--- config.mk ---
export PLATFORM = sky130hd
export DESIGN_NAME = stream_demux
export DESIGN_NICKNAME = d
export VERILOG_FILES = /design/src/rtl/stream_pkg.sv /design/src/rtl/stream_skid_buf.sv /design/src/rtl/stream_demux.sv
export SDC_FILE = /design/constraint.sdc
export NUM_CORES = 1
export LEC_CHECK = 0
export ABC_AREA = 1
export CAP_MARGIN = 15
export CORE_UTILIZATION = 45
export CTS_CLUSTER_SIZE = 40
export DETAILED_ROUTE_END_ITERATION = 10
export HOLD_SLACK_MARGIN = 0.03
export PLACE_DENSITY_LB_ADDON = 0.15
export SKIP_CTS_REPAIR_TIMING = 1
export SYNTH_ARGS = -nofsm -noshare
export SYNTH_HDL_FRONTEND = slang
export SYNTH_SLANG_ARGS = --single-unit
--- constraint.sdc ---
create_clock -name clk -period 1.1 [get_ports clk]
set_input_delay 0.22 -clock clk [delete_from_list [all_inputs] [get_ports clk]]
set_output_delay 0.22 -clock clk [all_outputs]
set_load 0.005 [all_outputs]
--- src/rtl/stream_pkg.sv ---
// stream_pkg: shared types for the stream demux and its skid stages.
// The beat width comes from DATA_WD below.
package stream_pkg;

  localparam int unsigned DATA_WD = 4;
  localparam int unsigned BEAT_WD = DATA_WD + 1;

  // Packet-lock state of the demux router.
  typedef enum logic [1:0] {
    IDLE   = 2'd0,
    LOCK_A = 2'd1,
    LOCK_B = 2'd2
  } demux_state_t;

  // One stream beat as stored in a skid entry.
  typedef struct packed {
    logic               last;
    logic [DATA_WD-1:0] data;
  } beat_t;

  // Route for the current beat: free choice in IDLE, pinned while locked.
  function automatic logic lock_route(input demux_state_t st, input logic sel);
    logic route;
    route = sel;
    if (st == LOCK_A) route = 1'b0;
    if (st == LOCK_B) route = 1'b1;
    return route;
  endfunction

endpackage

--- src/rtl/stream_skid_buf.sv ---
// stream_skid_buf: 2-entry registered skid buffer (main + skid).
// in_ready is registered and equals "skid entry empty"; output is the main entry.
module stream_skid_buf
  import stream_pkg::*;
(
  input  logic  clk,
  input  logic  rst,
  input  logic  in_valid,
  output logic  in_ready,
  input  beat_t in_beat,
  output logic  out_valid,
  input  logic  out_ready,
  output beat_t out_beat
);

  beat_t r_main;
  beat_t r_skid;
  logic  r_main_valid;
  logic  r_skid_valid;
  logic  r_in_ready;

  beat_t w_main_nxt;
  beat_t w_skid_nxt;
  logic  w_main_valid_nxt;
  logic  w_skid_valid_nxt;
  logic  w_wr;
  logic  w_rd;

  assign w_wr = in_valid & r_in_ready;
  assign w_rd = r_main_valid & out_ready;

  // Next state of the two entries: drain refills main from skid first, then from input.
  always_comb begin
    w_main_nxt       = r_main;
    w_skid_nxt       = r_skid;
    w_main_valid_nxt = r_main_valid;
    w_skid_valid_nxt = r_skid_valid;
    if (w_rd) begin
      if (r_skid_valid) begin
        w_main_nxt       = r_skid;
        w_skid_valid_nxt = 1'b0;
        if (w_wr) begin
          w_skid_nxt       = in_beat;
          w_skid_valid_nxt = 1'b1;
        end
      end else if (w_wr) begin
        w_main_nxt = in_beat;
      end else begin
        w_main_valid_nxt = 1'b0;
      end
    end else if (w_wr) begin
      if (!r_main_valid) begin
        w_main_nxt       = in_beat;
        w_main_valid_nxt = 1'b1;
      end else begin
        w_skid_nxt       = in_beat;
        w_skid_valid_nxt = 1'b1;
      end
    end
  end

  // Entry registers; ready is held low through reset and tracks skid-empty after.
  always_ff @(posedge clk) begin
    if (rst) begin
      r_main       <= '0;
      r_skid       <= '0;
      r_main_valid <= 1'b0;
      r_skid_valid <= 1'b0;
      r_in_ready   <= 1'b0;
    end else begin
      r_main       <= w_main_nxt;
      r_skid       <= w_skid_nxt;
      r_main_valid <= w_main_valid_nxt;
      r_skid_valid <= w_skid_valid_nxt;
      r_in_ready   <= !w_skid_valid_nxt;
    end
  end

  assign in_ready  = r_in_ready;
  assign out_valid = r_main_valid;
  assign out_beat  = r_main;

endmodule

--- src/rtl/stream_demux.sv ---
// stream_demux: registered 1-to-2 stream demultiplexer with per-output skid stage.
// Macro STREAM_DEMUX_PKT_LOCK_EN: when defined, routing is locked for a whole
// packet (framed by c_last); when undefined, every beat routes by sel.
module stream_demux
  import stream_pkg::*;
(
  input  logic               clk,
  input  logic               rst,
  input  logic               sel,
  input  logic [DATA_WD-1:0] c_data,
  input  logic               c_valid,
  input  logic               c_last,
  output logic               c_ready,
  output logic [DATA_WD-1:0] a_data,
  output logic               a_valid,
  output logic               a_last,
  input  logic               a_ready,
  output logic [DATA_WD-1:0] b_data,
  output logic               b_valid,
  output logic               b_last,
  input  logic               b_ready
);

  logic  w_route;
  logic  w_c_fire;
  logic  w_a_in_ready;
  logic  w_b_in_ready;
  beat_t w_c_beat;
  beat_t w_a_beat;
  beat_t w_b_beat;

`ifdef STREAM_DEMUX_PKT_LOCK_EN
  demux_state_t r_state;
  demux_state_t w_state_nxt;

  // Route follows sel only while no packet is in flight.
  assign w_route = lock_route(r_state, sel);

  // Lock state register.
  always_ff @(posedge clk) begin
    if (rst) begin
      r_state <= IDLE;
    end else begin
      r_state <= w_state_nxt;
    end
  end

  // Lock on the first beat of a multi-beat packet, release on its last beat.
  always_comb begin
    w_state_nxt = r_state;
    case (r_state)
      IDLE: begin
        if (w_c_fire && !c_last) begin
          w_state_nxt = w_route ? LOCK_B : LOCK_A;
        end
      end
      LOCK_A, LOCK_B: begin
        if (w_c_fire && c_last) begin
          w_state_nxt = IDLE;
        end
      end
      default: w_state_nxt = IDLE;
    endcase
  end
`else
  assign w_route = sel;
`endif

  assign c_ready  = w_route ? w_b_in_ready : w_a_in_ready;
  assign w_c_fire = c_valid & c_ready;
  assign w_c_beat = '{last: c_last, data: c_data};

  stream_skid_buf u_skid_a (
    .clk       (clk),
    .rst       (rst),
    .in_valid  (c_valid & !w_route),
    .in_ready  (w_a_in_ready),
    .in_beat   (w_c_beat),
    .out_valid (a_valid),
    .out_ready (a_ready),
    .out_beat  (w_a_beat)
  );

  stream_skid_buf u_skid_b (
    .clk       (clk),
    .rst       (rst),
    .in_valid  (c_valid & w_route),
    .in_ready  (w_b_in_ready),
    .in_beat   (w_c_beat),
    .out_valid (b_valid),
    .out_ready (b_ready),
    .out_beat  (w_b_beat)
  );

  assign a_data = w_a_beat.data;
  assign a_last = w_a_beat.last;
  assign b_data = w_b_beat.data;
  assign b_last = w_b_beat.last;

endmodule

### Yosys cells after proc, flatten, opt, wreduce, memory -nomap -nowiden

Cells that the tools add are included.

* word-level logic and storage cells: 82
* input port bits: 11
* bits in registers: 26

* mux-type cells: 37
* reductions and logical operators: 15
* equality and inequality tests: 10
* bitwise logic cells: 6

Operators by type and width (number)
* 2-to-1 mux 5 bit: 18
* 2-to-1 mux 1 bit: 19
* inequality test 2 bit, second input constant: 8
* AND reduction 3 bit: 4
* nonzero test 2 bit: 6
* AND reduction 4 bit: 2
* AND 1 bit: 6
* inequality test 2 x 1 -> 1 bit, second input constant: 2
* logical NOT 1 bit: 3

### Depth between registers and ports, before layout

* depth after elaboration: 7
* mapped depth: 7

### Cells and area by module

A second synthesis with hierarchy kept.

* cells, all modules: 208
* area, all modules: 1298.7 µm²

Modules (own cells, without submodules)
* stream_skid_buf: sequential area each 260.2 µm², cells each 100, area each 634.4 µm², times used 2
* stream_demux: sequential area each 0.0 µm², cells each 8, area each 30.0 µm², times used 1

### Worst setup path after synthesis

OpenSTA, ideal clock, no wires.

* path kind: reg2reg
* from: register u_skid_a.r_main_valid (netlist: u_skid_a.out_valid)
* to: register u_skid_a.r_skid[0] (netlist bit)
* cell stages (with the launch flop): 7
* arrival: 0.896 ns
* slack: 0.142 ns
* library setup time: 0.062 ns
* cells stage by stage: dfxtp_1 nand2_2 nand2_4 inv_2 nor2_4 nor2_1 nor2_2

* cells in the longest elaborated chain, start to end: 3

RTL lines
* start, declared: RTL line stream_skid_buf.sv:18 `logic r_main_valid;`
* start signal, assigned: RTL line stream_skid_buf.sv:73 `r_main_valid <= w_main_valid_nxt;`
* AND 1 bit: RTL line stream_skid_buf.sv:30 `assign w_rd = r_main_valid & out_ready;`
* inequality test 2 x 1 -> 1 bit (no line) / nonzero test 2 bit (equally long branches)
* AND reduction 4 bit (no line)
* end signal, assigned: RTL line stream_skid_buf.sv:72 `r_skid <= w_skid_nxt;`
* end, declared: RTL line stream_skid_buf.sv:17 `beat_t r_skid;`

Several ways; a longest one is shown, not always the timed one.
A chain may end at the register's enable or synchronous reset.

### Worst setup path after layout

* from: register u_skid_a.r_in_ready (netlist: u_skid_a.in_ready)
* to: output c_ready

* cells in the longest elaborated chain, start to end: 1

RTL lines
* start, declared: RTL line stream_skid_buf.sv:20 `logic r_in_ready;`
* start signal, assigned: RTL line stream_skid_buf.sv:75 `r_in_ready <= !w_skid_valid_nxt;`
* 2-to-1 mux 1 bit: RTL line stream_demux.sv:69 `assign c_ready = w_route ? w_b_in_ready : w_a_in_ready;`
* end, declared: RTL line stream_demux.sv:13 `output logic c_ready,`

Every way passes these cells.

==> results.rst <==
.. list-table::
   :header-rows: 1

   * - Metric
     - Value
   * - Status
     - finished with violations
   * - Violations in the final reports
     - negative setup slack
   * - Post-synthesis net count
     - 210
   * - Largest area contributor in the synthesized netlist
     - sky130_fd_sc_hd__dfxtp_1
   * - Most used cells in the layout excluding fill and tap cells
     - 52 x sky130_fd_sc_hd__nand2_1, 33 x sky130_fd_sc_hd__nor2_1, 27 x sky130_fd_sc_hd__inv_1
   * - Worst clock skew
     - 8.69 ps
   * - Final setup violation count
     - 1
   * - Vias per Instance
     - 4.76
   * - Required time worst endpoint
     - 880 ps
   * - Critical Setup Path Class
     - reg -> out
   * - Syn-to-layout area delta
     - 52.0%
   * - Final worst-path cycle share
     - 107%
   * - Initial antenna violation count
     - 0
   * - Startpoint type of the worst setup path
     - flop
   * - Total via count after detailed routing
     - roughly 1,300
   * - Worst IR drop on VDD
     - 0.792 mV
   * - Wire length of the first global-routing pass
     - around 4.7 mm
   * - Number of buffers created by CTS
     - 3
   * - Post-layout minimum cycle time
     - 1180 ps
   * - Global placer's final weighted congestion
     - 0.825
   * - Hold Fails Final Rpt
     - 0
   * - Origin of the worst min-delay path
     - c_valid
   * - Setup slack, reg-to-reg
     - 40 ps
   * - Register bit total from synthesis
     - 26
   * - Post-synthesis sequential area ratio
     - approximately two fifths
   * - Maximum number of buffers from clock root to sink
     - 2
   * - Die ar.
     - 0.00310 sq mm
   * - Cell count of the worst reg-to-reg path
     - 6
   * - Vias in the first global route
     - 1,134
   * - Sum of routed wire length over all layers
     - 3.05 mm
   * - Sinks on Clock Net
     - 26
   * - Transition at the pin with the smallest max-transition slack
     - around 220 ps
   * - Setup slack at placement
     - -552 ps
   * - Pin count of the biggest net entering global routing
     - 21
   * - Synth top area share
     - 40.1%
   * - Fraction of final layout cells sized beyond drive strength 1
     - 30.3%
   * - Inserted Diodes
     - 0
   * - Power density normalized to cell area
     - 1000 mW/mm^2
   * - Initial DRC count
     - 49
   * - Total global-route track usage
     - 18.6%
   * - Number of warning messages in the yosys log
     - 0
   * - Kind of capture point of the worst setup path
     - output port
   * - Remaining max-slew budget at the tightest pin
     - 85.4%
   * - Fin. max-slew vios
     - 0
   * - Top achievable clock speed
     - 0.846 GHz
   * - RSZ-0062 raised after global routing
     - yes
   * - Number of buffers added on ports
     - 23
   * - Worst Hold End
     - u_skid_a.out_valid
   * - Latest clock arrival within the worst-skew pair
     - 320 ps
   * - Worst hold path depth
     - 3
   * - Per-instance average area after synthesis
     - 6.52 sq um
   * - Layout net count
     - 253
   * - Total I/O pin count
     - 24
   * - Arrival time of data at the critical path endpoint
     - 960 ps
   * - Synthesized cell area
     - about 0.0013 sq mm
   * - Number of cell rows
     - 19
   * - Setup tns final
     - -82.1 ps
   * - Grt total ovfl
     - 0
   * - Final worst setup slack
     - -82.1 ps
   * - Cell types with the largest area share after synthesis
     - sky130_fd_sc_hd__dfxtp_1 40%, sky130_fd_sc_hd__nand2_1 16%, sky130_fd_sc_hd__nor2_1 12%
   * - Clock transition at the registers of the reported paths
     - 140 ps
   * - Critical R2R Launch
     - u_skid_b.in_ready
   * - CTS tree
     - done
   * - Distinct cell type count after synthesis
     - 17
   * - Drt drc
     - 0
   * - Maximum capacitance violations
     - 0
   * - Root buf cell
     - sky130_fd_sc_hd__clkbuf_4
   * - Wire per inst
     - 11.2 um
   * - DP Wirelength
     - a little under 2 mm
   * - Count of TritonRoute iterations in the first routing pass
     - 5
   * - Antenna Nets Post-Route
     - 0
   * - Largest driver fanout on the critical path
     - 2
   * - H-tree level count
     - 1
   * - Cell count after synthesis
     - 199
   * - Terminus of the critical flop-to-flop path
     - u_skid_b.out_beat[1]
   * - Starting density of the core
     - 47.5%
   * - Hold Crit Class
     - in -> reg
   * - Leakage Power
     - 1.13 nW
   * - X dimension of the die
     - 55.7 um
   * - Most frequent standard cell in the layout excluding fill and tap cells
     - sky130_fd_sc_hd__nand2_1
   * - Placeable Area
     - 0.00273 sq mm
   * - Worst slack on hold paths
     - 315 ps
   * - Chip height
     - 55.7 um
synthesized netlist by cell type:
cell type / number
sky130_fd_sc_hd__a21oi_1: 4
sky130_fd_sc_hd__buf_2: 1
sky130_fd_sc_hd__buf_4: 1
sky130_fd_sc_hd__inv_1: 30
sky130_fd_sc_hd__o21ai_0: 7
sky130_fd_sc_hd__clkbuf_1: 1
sky130_fd_sc_hd__nand2_1: 55
sky130_fd_sc_hd__dfxtp_1: 26
sky130_fd_sc_hd__nor2_1: 40
sky130_fd_sc_hd__nand2_2: 5
sky130_fd_sc_hd__nor2_2: 2
sky130_fd_sc_hd__nor2_4: 2
sky130_fd_sc_hd__nand3_1: 16
sky130_fd_sc_hd__nand3_4: 1
sky130_fd_sc_hd__inv_2: 2
sky130_fd_sc_hd__nand2_4: 4
sky130_fd_sc_hd__nand3_2: 2
state kept, by name, summed over array words and instances (netlist names):
signal	cells
u_skid_a.in_ready	1
u_skid_a.r_skid_valid	1
u_skid_a.out_valid	1
u_skid_a.r_skid	5
u_skid_a.out_beat	5
u_skid_b.out_valid	1
u_skid_b.r_skid_valid	1
u_skid_b.in_ready	1
u_skid_b.r_skid	5
u_skid_b.out_beat	5
through the flow:
step                      utilization [%]  instance area (sq um)  cells  total power [mW]
after global placement               59.6                   1630    259              1.27
after global routing                 72.1                   1970    272              2.07
after floorplan                         -                   1300    199              1.13
after detailed placement             59.6                   1630    259              1.28
after CTS                            61.6                   1680    263              1.93
final                                72.1                   1970    272              1.98
report_power, final:
group          internal, mW  leakage (nW)  switching, mW
combinational         0.159         0.881          0.168
clock                 0.369        0.0279          0.290
sequential            0.976         0.217         0.0155
total                  1.50          1.13          0.473
worst max-delay path, stage by stage (launching register included):
cell and delay, ps:
sky130_fd_sc_hd__dfxtp_2 380, sky130_fd_sc_hd__inv_1 50, sky130_fd_sc_hd__o21ai_2 100, sky130_fd_sc_hd__buf_2 120
kinds of logic (layout without fill, tap and decap cells):
| logic type | count (synthesis) | in the layout | synth area share (%) |
|---|---|---|---|
| simple gates | 127 | 128 | 45.1 |
| buf+inv | 35 | 76 | 10.5 |
| compound gates | 11 | 11 | 4.24 |
| flops | 26 | 26 | 40.1 |
worst max path at each step:
stage | from | end | slack (ps) | cells past startpoint
2_1_floorplan | u_skid_a.out_valid | u_skid_a.r_skid[0] | 140 | 6
3_3_place_gp | sel | c_ready | -480 | 4
3_5_place_dp | sel | c_ready | -550 | 3
4_1_cts | u_skid_a.in_ready | c_ready | -590 | 3
5_1_grt | u_skid_a.in_ready | c_ready | -180 | 3
6_report | u_skid_a.in_ready | c_ready | -80 | 3
metal layers:
layer | GRT usage, % | share of wire, %
met3 | 2.56 | 4.0
met2 | 34.8 | 53
met1 | 21.2 | 42
met4 | 6.79 | 0.82
met5 | 0 | 0
final cells by class:
type / count / area, sq um
inverters: 32 / 125
multi-input cells: 139 / 786
repair buffers: 40 / 430
well taps: 31 / 38.8
clock buffers: 3 / 22.5
fillers: 215 / 762
clock inverters: 1 / 30.0
flip-flops and latches: 26 / 539
No activity file was read; power rests on OpenSTA's default activity.
